--- src/rtl/counter_mc_pkg.sv ---
// Shared types and constants for the multi-channel counter.
package dut_package;

    localparam int CNT_WIDTH  = 8;
    localparam int CNT_MAX_CH = 16;

    typedef enum logic [1:0] {
        CNT_WRAP    = 2'd0,
        CNT_ONESHOT = 2'd1,
        CNT_UPDOWN  = 2'd2,
        CNT_RSVD    = 2'd3
    } cnt_mode_t;

endpackage

--- src/rtl/counter_mc_ch.sv ---
// One counter channel: programmable terminal value, wrap / one-shot / up-down.
//
// state (dir, done) | meaning
// ------------------+-------------------------------------------------
// (up,   0)         | counting toward limit (all modes)
// (down, 0)         | UPDOWN only: counting back toward 0
// (up,   1)         | ONESHOT only: terminal reached, frozen until clr/cfg
module counter_ch
    import dut_package::*;
#(
    parameter int W = CNT_WIDTH
) (
    input  logic            clk,
    input  logic            rst,
    input  logic            i_en,
    input  logic            i_clr,
    input  logic            i_cfg_we,
    input  logic [W-1:0]    i_cfg_limit,
    input  cnt_mode_t       i_cfg_mode,
    output logic [W-1:0]    o_cnt,
    output logic            o_end,
    output logic            o_done,
    output logic            o_end_nxt
);

    logic [W-1:0] r_cnt;
    logic [W-1:0] r_limit;
    cnt_mode_t    r_mode;
    logic         r_dir;
    logic         r_done;
    logic         r_end;

    logic [W-1:0] w_cnt_nxt;
    logic [W-1:0] w_limit_nxt;
    cnt_mode_t    w_mode_nxt;
    logic         w_dir_nxt;
    logic         w_done_nxt;
    logic         w_end_nxt;

    // Next-state decode: clear beats configuration, configuration beats counting.
    // Comparisons use >= / < so a stale cnt above limit can never run past it.
    always_comb begin
        w_cnt_nxt   = r_cnt;
        w_limit_nxt = r_limit;
        w_mode_nxt  = r_mode;
        w_dir_nxt   = r_dir;
        w_done_nxt  = r_done;
        w_end_nxt   = 1'b0;
        if (i_clr) begin
            w_cnt_nxt  = '0;
            w_dir_nxt  = 1'b0;
            w_done_nxt = 1'b0;
        end else if (i_cfg_we) begin
            w_limit_nxt = i_cfg_limit;
            w_mode_nxt  = i_cfg_mode;
            w_cnt_nxt   = '0;
            w_dir_nxt   = 1'b0;
            w_done_nxt  = 1'b0;
        end else if (i_en) begin
            case (r_mode)
                CNT_ONESHOT: begin
                    if (!r_done) begin
                        if (r_cnt < r_limit) begin
                            w_cnt_nxt = r_cnt + W'(1);
                        end else begin
                            w_done_nxt = 1'b1;
                            w_end_nxt  = 1'b1;
                        end
                    end
                end
                CNT_UPDOWN: begin
                    if (r_limit == '0) begin
                        // Degenerate bounce: stay at 0, event every enabled cycle.
                        w_cnt_nxt = '0;
                        w_end_nxt = 1'b1;
                    end else if (!r_dir) begin
                        if (r_cnt < r_limit) begin
                            w_cnt_nxt = r_cnt + W'(1);
                        end else begin
                            w_dir_nxt = 1'b1;
                            w_cnt_nxt = r_limit - W'(1);
                            w_end_nxt = 1'b1;
                        end
                    end else begin
                        if (r_cnt != '0) begin
                            w_cnt_nxt = r_cnt - W'(1);
                        end else begin
                            w_dir_nxt = 1'b0;
                            w_cnt_nxt = W'(1);
                            w_end_nxt = 1'b1;
                        end
                    end
                end
                default: begin
                    // WRAP, and the reserved encoding behaves the same way.
                    if (r_cnt < r_limit) begin
                        w_cnt_nxt = r_cnt + W'(1);
                    end else begin
                        w_cnt_nxt = '0;
                        w_end_nxt = 1'b1;
                    end
                end
            endcase
        end
    end

    // Channel state register with synchronous reset to the free-running default.
    always_ff @(posedge clk) begin
        if (rst) begin
            r_cnt   <= '0;
            r_limit <= '1;
            r_mode  <= CNT_WRAP;
            r_dir   <= 1'b0;
            r_done  <= 1'b0;
            r_end   <= 1'b0;
        end else begin
            r_cnt   <= w_cnt_nxt;
            r_limit <= w_limit_nxt;
            r_mode  <= w_mode_nxt;
            r_dir   <= w_dir_nxt;
            r_done  <= w_done_nxt;
            r_end   <= w_end_nxt;
        end
    end

    assign o_cnt     = r_cnt;
    assign o_end     = r_end;
    assign o_done    = r_done;
    assign o_end_nxt = w_end_nxt;

endmodule

--- src/rtl/counter_mc.sv ---
// Multi-channel mode-programmable counter; reset state matches the legacy
// single free-running counter on every channel.
module counter_mc
    import dut_package::*;
#(
    parameter  int NUM_CH    = 4,
    parameter  int CNT_WIDTH = dut_package::CNT_WIDTH,
    localparam int CH_W      = (NUM_CH > 1) ? $clog2(NUM_CH) : 1
) (
    input  logic                        clk,
    input  logic                        rst,
    input  logic [NUM_CH-1:0]           flag_cnt_i,
    input  logic [NUM_CH-1:0]           clr_i,
    input  logic                        cfg_we_i,
    input  logic [CH_W-1:0]             cfg_ch_i,
    input  logic [CNT_WIDTH-1:0]        cfg_limit_i,
    input  logic [1:0]                  cfg_mode_i,
    output logic [NUM_CH*CNT_WIDTH-1:0] cnt_o,
    output logic [NUM_CH-1:0]           end_cnt_o,
    output logic [NUM_CH-1:0]           done_o,
    output logic                        any_end_o
);

    logic [NUM_CH-1:0] w_cfg_hit;
    logic [NUM_CH-1:0] w_end_nxt;
    logic              r_any_end;

    for (genvar gi = 0; gi < NUM_CH; gi++) begin : g_ch
        // Full-width compare: a select at or beyond NUM_CH matches no channel.
        assign w_cfg_hit[gi] = cfg_we_i && (int'(cfg_ch_i) == gi);

        counter_ch #(
            .W (CNT_WIDTH)
        ) u_ch (
            .clk         (clk),
            .rst         (rst),
            .i_en        (flag_cnt_i[gi]),
            .i_clr       (clr_i[gi]),
            .i_cfg_we    (w_cfg_hit[gi]),
            .i_cfg_limit (cfg_limit_i),
            .i_cfg_mode  (cnt_mode_t'(cfg_mode_i)),
            .o_cnt       (cnt_o[gi*CNT_WIDTH +: CNT_WIDTH]),
            .o_end       (end_cnt_o[gi]),
            .o_done      (done_o[gi]),
            .o_end_nxt   (w_end_nxt[gi])
        );
    end

    // Aggregate event, registered from next-state so it lines up with end_cnt_o.
    always_ff @(posedge clk) begin
        if (rst) begin
            r_any_end <= 1'b0;
        end else begin
            r_any_end <= |w_end_nxt;
        end
    end

    assign any_end_o = r_any_end;

endmodule

--- config.mk ---
export PLATFORM = sky130hd
export DESIGN_NAME = counter_mc
export DESIGN_NICKNAME = d
export VERILOG_FILES = /design/src/rtl/counter_mc_pkg.sv /design/src/rtl/counter_mc_ch.sv /design/src/rtl/counter_mc.sv
export SDC_FILE = /design/constraint.sdc
export NUM_CORES = 1
export LEC_CHECK = 0
export BUFFER_PORTS_ARGS = -buffer_cell sky130_fd_sc_hd__buf_2
export CORE_MARGIN = 4
export CORE_UTILIZATION = 23
export CTS_BUF_LIST = sky130_fd_sc_hd__clkbuf_8
export DETAILED_ROUTE_END_ITERATION = 10
export GPL_TIMING_DRIVEN = 1
export SETUP_SLACK_MARGIN = 0.3
export SLEW_MARGIN = 30
export SYNTH_ARGS = -nofsm -noshare
export SYNTH_HDL_FRONTEND = slang
export SYNTH_SLANG_ARGS = --single-unit
--- constraint.sdc ---
create_clock -name clk -period 2.9 [get_ports clk]
set_input_delay 0.58 -clock clk [delete_from_list [all_inputs] [get_ports clk]]
set_output_delay 0.58 -clock clk [all_outputs]
set_load 0.02 [all_outputs]
==> impl_metrics.ini, run 1 <==
[synthesis]
yosys.area.top_type = dfxtp_1
synth_top_family_by_area = compound AO/OA/AOI/OAI gates
ys.flop_type = dfxtp_1
synthCells = 916
synth_area_mm2 = 0.006828
synthSimpleGateAreaFrac_pct = 20.47
synthTopCellsByCount = nand2_1 (100), dfxtp_1 (85), inv_1 (76)
synthTopCellsByArea = dfxtp_1 (25%), ha_1 (10%), nand2_1 (5.5%)
synth_top_area_share_pct = 24.92
synth_xor_area_share_pct = 8.338
syn_avg_cell_area_um2 = 7.454
ys_types = 67
ys_seq_area_share_pct = 24.92
yosysWarnings = 0
synth_most_common_cell = nand2_1
synth_compound_area_share_pct = 26.64
synthArstFlopShare_pct = 0
synthAdderAreaFrac_pct = 10.26
muxShareOfSynthArea_pct = 1.503
synth-seq-cells = 85
synth-edff-count = 0
syn_nets = 995

[worst_setup_path]
crit_path_top_delay_cell = or4_1
worstPathRequired_ns = 3.21
crit_top_cell = o21ai_0
crit_chain = inv_1, ha_1, or4_1, a21oi_2, o21ai_4, buf_4, o21ai_0, o21ai_0, or4_1, o21ai_0
cp-end-kind = flip-flop
cp.buffers_inverters = 2
arrival_ns = 2.76
worstReg2RegEnd = g_ch[2].u_ch.o_cnt[2]
cp-start-kind = flip-flop
ff2ff_setup_slack_ns = 0.45
path_class = reg2reg
cp-startpoint = g_ch[2].u_ch.r_limit[3]
worstPathMaxFanout = 11
r2r_cells = 10
r2r_start = g_ch[2].u_ch.r_limit[3]
critical-path-top-delay-family = simple AND/OR/NAND/NOR gates
cp_slowest_stage_delay_ns = 0.52

[finish]
area_delta_synth_final_pct = 18.42
drive_gt1_share_pct = 16.58
final_cell_count_no_fill = 1374
fill_cells = 3242
nets = 1063
final_util_pct = 27.87

[timing]
finalSetupViolCount = 0
rsz0062_at_grt = no
layout_worst_path_cycle_share_pct = 84.62
worst_pin_slew_ns = 0.7713
fin_crit_ns = 2.454
fmax_ghz = 0.4075
fin_skew_ns = 0.01419
slew_headroom_pct = 48.11
drv_slew = 0
tns_ns = 0
final_hold_viol_count = 0

[power]
power.density_mw_per_mm2 = 325.6
post-layout-total-power_mw = 2.633
ir_drop_uv = 212.2
leakage_nw = 3.438

[grt]
gr-total-overflow = 0
grt_max_degree = 21
first_global_vias = 6643
grt_pass1_wl_um = 35640
antenna_found_initial = 1
track_usage_pct = 13.20

[route]
vias_per_cell = 5.119
detail_route.first_pass.iterations = 5
avgRoutedWirePerCell_um = 16.03
drt-initial-drc-count = 592
vias = 7034
ant_nets = 0
route.detailed.drc = 0
wl_um = 22030

[place]
numPortBuffers = 63
dpl.cell_count = 1352
gp_congestion = 0.9082
place_hpwl_um = 16770

[die]
coreArea_mm2 = 0.02901
rows = 62
start_util_pct = 23.53
dieArea_mm2 = 0.03251
ioPinCount = 64
die_w_um = 180.3
dieHeight_um = 180.3

[clock_network]
clk_pin_slew_worst_paths_ns = 0.10
cts_tree = yes
clockBufferDepth = 2
clk_latency_ns = 0.38
cts_buffers = 9
htree_levels = 3
numClockSinks = 85
cts_root_buf = clkbuf_8

[worst_hold_path]
hp-start = flag_cnt_i[0]
hp-class = in2reg
hold_depth = 3
hold_path_end = g_ch[0].u_ch.o_done

[run_status]
run_status = complete, no violations

[job]
maxCapViolCount = 0
registers in the layout, indices dropped and copies added, names as in the netlist:
signal / flops
g_ch.u_ch.r_dir: 4
g_ch.u_ch.o_done: 4
g_ch.u_ch.r_limit: 32
g_ch.u_ch.r_mode: 8
any_end_o: 1
g_ch.u_ch.o_cnt: 32
g_ch.u_ch.o_end: 4
placed cells by master (no fill, tap or decap), types with 13 or more instances in the layout:
| cell type | count |
|---|---|
| nand3_1 | 37 |
| buf_2 | 63 |
| ha_1 | 56 |
| o21ai_0 | 59 |
| xor2_1 | 26 |
| nor3_1 | 28 |
| a21oi_1 | 49 |
| inv_1 | 76 |
| a31oi_1 | 17 |
| a211oi_1 | 15 |
| dfxtp_1 | 75 |
| o22ai_1 | 13 |
| nor2_1 | 68 |
| nand2_1 | 99 |
| buf_4 | 48 |
| o211ai_1 | 36 |
| xnor2_1 | 39 |
repair_timing:
item | 4_1_cts | 5_1_grt
pin swaps | 0 | 5
resized for setup | 4 | 25
cloned | 0 | 0
hold buffers | 0 | 0
buffers inserted | 0 | 5
endpoints found under the setup margin | 2 | 32
hold endpoints to repair | 0 | 0
power breakdown:
part | internal [mW] | switching [mW]
combinational | 0.151 | 0.264
clock | 0.490 | 0.495
sequential | 1.20 | 0.0361
cell families after synthesis:
kind of cell	after synthesis
muxes	10
xor gates and xnor gates	65
AOI/OAI and AO/OA	270
and+or+nand+nor	300
buffers and inverters	130
DFF	85
adders and majority gates	56
worst reg2reg max path: cells and delay by family, from the launching register on:
kind                     cells  cell delay, ns
AND/OR/NAND/NOR              2            0.98
adder cells (fa/ha/maj)      1            0.20
AO/OA/AOI/OAI                5            0.57
buffers and inverters        2            0.28
flip-flops                   1            0.36
through the flow:
stage                     instance area [um^2]  hold WS (ns)  worst slack, ns
after floorplan                           6828        0.4600           0.5107
after global placement                    7722        0.5122           0.2983
after CTS                                 7960        0.4767           0.3176
after global routing                      8085        0.4988           0.2764
final                                     8085        0.5017           0.4461
after detailed placement                  7722        0.5213           0.2933
metal layers:
layer	part of all wire [%]	GRT usage, %
met4	3.0	4.386
met3	6.7	3.088
met1	45	17.95
met2	45	20.65
met5	0	0
worst max path at each step:
stage,depth (start not counted),endpoint
3_3_place_gp,7,any_end_o
4_1_cts,6,any_end_o
5_1_grt,9,g_ch[0].u_ch.o_cnt[6]
3_5_place_dp,8,g_ch[3].u_ch.o_cnt[3]
6_report,10,g_ch[2].u_ch.o_cnt[2]
2_1_floorplan,7,any_end_o
layout make-up:
| cell class | count | area (um^2) | share of cell area, % |
|---|---|---|---|
| tap | 384 | 480.5 | 5.942 |
| sequential | 85 | 1714 | 21.20 |
| clock inverter | 7 | 98.84 | 1.223 |
| multi-input combinational | 701 | 4705 | 58.19 |
| timing repair buffer | 111 | 675.6 | 8.357 |
| inverter | 76 | 285.3 | 3.528 |
| clock buffer | 9 | 123.9 | 1.532 |
| antenna | 1 | 2.502 | 0.03095 |
Note: power is estimated with default switching activity, not from simulation.
==> run 2: changes to the inputs <==
==> constraint.sdc (replaced) <==
create_clock -name clk -period 2.4 [get_ports clk]
set_input_delay 0.48 -clock clk [delete_from_list [all_inputs] [get_ports clk]]
set_output_delay 0.48 -clock clk [all_outputs]
set_load 0.02 [all_outputs]
==> run 2 against run 1 <==
Compared with the run above: setup slack worse by 0.30 ns; global-route usage increased by 0.86 points; first-iteration DRC count increased by 1.2%; highest routed layer is now met5; cell count is 9.3% higher; cell area increased by 28%; critical path type unchanged.
==> impl_metrics.ini, run 2 (same netlist as run 1, synthesis figures left out) <==
[run_status]
run_status = complete, no violations

[clock_network]
clk_latency_ns = 0.38
cts.hold.buffers_added = 0
htree_levels = 3
cts_tree = yes
cts_root_buf = clkbuf_8
numClockSinks = 85
clockBufferDepth = 2
clk_pin_slew_worst_paths_ns = 0.10
cts_buffers = 9

[place]
numPortBuffers = 63
place_hpwl_um = 17790
gp_congestion = 0.9190

[worst_setup_path]
worstPathMaxFanout = 6
cp.buffers_inverters = 2
arrival_ns = 2.51
critical-path-top-delay-family = simple AND/OR/NAND/NOR gates
crit_path_top_delay_cell = or4_4
cp-start-kind = flip-flop
cp_slowest_stage_delay_ns = 0.53
path_class = reg2reg
cp-end-kind = flip-flop
crit_chain = inv_2, ha_4, or4_4, a21oi_4, o21ai_4, o21ai_2, a21oi_2, buf_4, or4_1
worstPathRequired_ns = 2.65

[finish]
layout_commonest_cell = buf_4
area_delta_synth_final_pct = 52.15
nets = 1192
fill_cells = 2958
final_cell_mix = buf_4 (146), nand2_1 (90), buf_2 (63)
regArea_mm2 = 0.001775
drive_gt1_share_pct = 44.19
multi_input_area_mm2 = 0.005804
final_util_pct = 35.81
diodes = 0

[route]
wl_um = 26040
vias_per_cell = 5.180
avgRoutedWirePerCell_um = 17.34
route.detailed.drc = 0
vias = 7780
drt-initial-drc-count = 599
ant_nets = 0
detail_route.first_pass.iterations = 5

[grt]
gr-total-overflow = 0
first_global_vias = 7254
grt_max_degree = 33
antenna_found_initial = 1
track_usage_pct = 14.06
grt_pass1_wl_um = 38140

[job]
maxCapViolCount = 0

[die]
coreArea_mm2 = 0.02901
ioPinCount = 64
rows = 62
die_w_um = 180.3
dieArea_mm2 = 0.03251
dieHeight_um = 180.3
start_util_pct = 23.53

[timing]
drv_slew = 0
fin_crit_ns = 2.259
slew_headroom_pct = 50.40
finalSetupViolCount = 0
layout_worst_path_cycle_share_pct = 94.11
tns_ns = 0
hold_slack_ns = 0.4060
fin_skew_ns = 0.01294
worst_pin_slew_ns = 0.7383
fmax_ghz = 0.4428
final_hold_viol_count = 0
rsz0062_at_grt = yes

[power]
clock_power_share_pct = 32.3
p_int_mw = 2.220
switching_share_pct = 31.58
power.switching_mw = 1.025
leakage_nw = 4.184
p_seq_share_pct = 45.6
power.density_mw_per_mm2 = 312.3
comb_power_share_pct = 22.1
ir_drop_uv = 218.3

[worst_hold_path]
hp-class = in2reg
## run 2: power by group through the flow
stage                     clock (mW)  combinational (mW)  sequential (mW)
final                           1.05               0.717             1.48
after global routing            1.13               0.775             1.48
after CTS                       1.08               0.595             1.47
after detailed placement           0               0.554             1.50
after global placement             0               0.549             1.50
after floorplan                    0               0.311             1.52
## run 2: worst paths after layout
check / slack, ns / depth (start not counted) / startpoint / end
setup / recovery: 0.14 / 9 / g_ch[2].u_ch.r_limit[1] / any_end_o
hold / removal: 0.41 / 3 / cfg_limit_i[0] / g_ch[1].u_ch.r_limit[0]
setup reg to reg: 0.14 / 9 / g_ch[2].u_ch.r_limit[1] / any_end_o
hold reg to reg: 0.54 / 2 / g_ch[3].u_ch.r_limit[6] / g_ch[3].u_ch.r_limit[6]
## run 2: routing by layer
| metal | global-route usage (%) | wire [um] | vias to the layer above |
|---|---|---|---|
| met2 | 22.42 | 12460 | 282 |
| li1 | - | - | 3705 |
| met3 | 3.532 | 1624 | 68 |
| met5 | 0 | 20 | - |
| met4 | 4.416 | 823 | 2 |
| met1 | 18.72 | 11120 | 3723 |
## run 2: timing repair
| item | CTS | global route |
|---|---|---|
| gates resized for setup | 92 | 202 |
| pin swaps | 40 | 83 |
| hold endpoints to repair | 0 | 0 |
| endpoints found under the setup margin | 36 | 37 |
| setup buffers | 24 | 35 |
| cloned | 2 | 4 |
## run 2: cell type report
class	instances	share of cell area, %
clock buffers	9	1.192
clock inverters	7	0.6383
inverters	76	2.794
multi-input cells	701	55.87
flip-flops and latches	85	17.09
well taps	384	4.625
repair buffers	240	17.79
## run 2: stage by stage
step / power (mW) / setup WS [ns] / instance area, um^2 / std cells
3_5_place_dp: 2.057 / 0.02977 / 8389 / 1421
3_3_place_gp: 2.053 / 0.03339 / 8389 / 1421
6_report: 3.245 / 0.1414 / 10390 / 1502
2_1_floorplan: 1.834 / 0.2054 / 6977 / 916
4_1_cts: 3.145 / 0.1390 / 9120 / 1463
5_1_grt: 3.392 / 0.01215 / 10390 / 1502
## run 2: worst min-delay path, cell delays in order
cell and delay [ns]:
buf_2 0.14, nand2_1 0.06, o211ai_1 0.08
==> run 3: changes to the inputs <==
==> constraint.sdc (replaced) <==
create_clock -name clk -period 2.4 [get_ports clk]
set_input_delay 0.48 -clock clk [delete_from_list [all_inputs] [get_ports clk]]
set_output_delay 0.48 -clock clk [all_outputs]
set_load 0.01 [all_outputs]
==> run 3 against run 2 <==
Compared with the run above: via count down 1.9%; critical endpoint is now g_ch[0].u_ch.o_cnt[2]; setup slack worse by 0.019 ns; combinational power down 6.7%; clock power up 5%; non-clock buffer count down 11; die area unchanged; first-iteration DRC count up 11%; global-route usage down 0.25 points; clock-buffer cell count up 2; wire length down 2.9%; sequential cell count unchanged; core utilization down 0.91 points.
==> impl_metrics.ini, run 3 (same netlist as run 1, synthesis figures left out) <==
[run_status]
run_status = complete, no violations

[clock_network]
htree_levels = 3
numClockSinks = 85
cts_tree = yes
cts_buffers = 9
clk_pin_slew_worst_paths_ns = 0.08
cts.hold.buffers_added = 0
clk_latency_ns = 0.39
cts_root_buf = clkbuf_8
clockBufferDepth = 2

[grt]
track_usage_pct = 13.81
grt_pass1_wl_um = 37350
antenna_found_initial = 3
grt_max_degree = 21
gr-total-overflow = 0
first_global_vias = 7139

[worst_hold_path]
hp-start = flag_cnt_i[3]
hold_path_end = g_ch[3].u_ch.o_done
hp-class = in2reg
hold_depth = 3

[power]
post-layout-total-power_mw = 3.247
leakage_nw = 4.136
p_int_mw = 2.249
switching_share_pct = 30.73
clock_power_share_pct = 33.9
ir_drop_uv = 195.4
p_seq_share_pct = 45.5
power.density_mw_per_mm2 = 320.7
power.switching_mw = 0.9979
comb_power_share_pct = 20.6

[timing]
final_hold_viol_count = 0
slew_headroom_pct = 65.13
worst_slack_ns = 0.1226
finalSetupViolCount = 0
fmax_ghz = 0.4391
worst_pin_slew_ns = 0.5230
tns_ns = 0
fin_skew_ns = 0.01647
drv_slew = 0
layout_worst_path_cycle_share_pct = 94.89
fin_crit_ns = 2.277
rsz0062_at_grt = yes

[worst_setup_path]
worstPathRequired_ns = 2.67
r2r_cells = 9
worstPathMaxFanout = 5
cp_slowest_stage_delay_ns = 0.50
arrival_ns = 2.54
cp-start-kind = flip-flop
path_class = reg2reg
crit_path_top_delay_cell = or4_4
cp-end-kind = flip-flop
crit_chain = buf_6, or4_4, o41ai_4, buf_4, or2_4, o221ai_4, a21oi_2, o41ai_2, a32o_1
worstReg2RegEnd = g_ch[0].u_ch.o_cnt[2]
r2r_start = g_ch[0].u_ch.r_limit[5]
ff2ff_setup_slack_ns = 0.12

[job]
maxCapViolCount = 0

[route]
ant_nets = 0
drt-initial-drc-count = 666
vias_per_cell = 5.120
detail_route.first_pass.iterations = 5
vias = 7634
wl_um = 25280
route.detailed.drc = 0
avgRoutedWirePerCell_um = 16.96

[die]
coreArea_mm2 = 0.02901
die_w_um = 180.3
ioPinCount = 64
rows = 62
dieArea_mm2 = 0.03251
start_util_pct = 23.53
dieHeight_um = 180.3

[finish]
layout_commonest_cell = buf_4
nets = 1181
fill_cells = 2962
regArea_mm2 = 0.001767
drive_gt1_share_pct = 40.78
area_delta_synth_final_pct = 48.31
multi_input_area_mm2 = 0.005687
final_cell_mix = buf_4 (136), nand2_1 (95), buf_2 (63)

[place]
pre_cts_slack_ns = 0.01779
gp_congestion = 0.9379
place_hpwl_um = 17690
numPortBuffers = 63
## run 3: worst max-delay path: cells and delay by family, from the launching register on
kind                   cells  cell delay (ns)
AO/OA/AOI/OAI              5             0.88
flip-flops                 1             0.34
AND/OR/NAND/NOR            2             0.66
buffers and inverters      2             0.30
## run 3: how the worst max path moves through the flow
stage,end,start,depth (start not counted)
floorplan,g_ch[0].u_ch.o_cnt[2],g_ch[0].u_ch.o_cnt[5],8
global placement,any_end_o,g_ch[1].u_ch.o_cnt[2],6
detailed placement,any_end_o,g_ch[3].u_ch.r_limit[7],9
CTS,any_end_o,g_ch[2].u_ch.r_limit[3],9
global route,g_ch[0].u_ch.o_cnt[2],g_ch[0].u_ch.r_limit[5],9
finish,g_ch[0].u_ch.o_cnt[2],g_ch[0].u_ch.r_limit[5],9
## run 3: final cells by class
class / count / share of cell area (%)
sequential: 85 / 17.45
inverter: 76 / 2.842
clock buffer: 11 / 1.495
clock inverter: 4 / 0.4695
antenna: 1 / 0.02471
tap: 384 / 4.745
timing repair buffer: 229 / 16.82
multi-input combinational: 701 / 56.16
## run 3: per-layer routing
| metal | GRT usage, % | vias to the layer above | wire (um) |
|---|---|---|---|
| met1 | 18.33 | 3597 | 11180 |
| met5 | 0 | - | 27 |
| li1 | - | 3667 | - |
| met2 | 21.84 | 298 | 11670 |
| met3 | 3.149 | 68 | 1436 |
| met4 | 5.324 | 4 | 965 |
## run 3: power groups by stage
| stage | Sequential, mW | Combinational [mW] | Clock, mW |
|---|---|---|---|
| 2_1_floorplan | 1.51 | 0.311 | 0 |
| 3_3_place_gp | 1.51 | 0.528 | 0 |
| 3_5_place_dp | 1.51 | 0.532 | 0 |
| 4_1_cts | 1.48 | 0.578 | 1.13 |
| 5_1_grt | 1.48 | 0.720 | 1.18 |
| 6_report | 1.48 | 0.669 | 1.10 |
## run 3: timing repair
item | CTS | global route
setup buffers | 35 | 25
pin swaps | 54 | 87
endpoints found under the setup margin | 36 | 35
cloned | 1 | 1
gates resized for setup | 114 | 166
## run 3: per-stage QoR
| stage | instance area (um^2) | std cells | utilization (%) | hold slack [ns] |
|---|---|---|---|---|
| floorplan | 6952 | 916 | - | 0.4600 |
| global placement | 8292 | 1413 | 28.58 | 0.5081 |
| detailed placement | 8292 | 1413 | 28.58 | 0.5216 |
| CTS | 9181 | 1464 | 31.65 | 0.3906 |
| global route | 10130 | 1491 | 34.90 | 0.4181 |
| finish | 10130 | 1491 | 34.90 | 0.4159 |
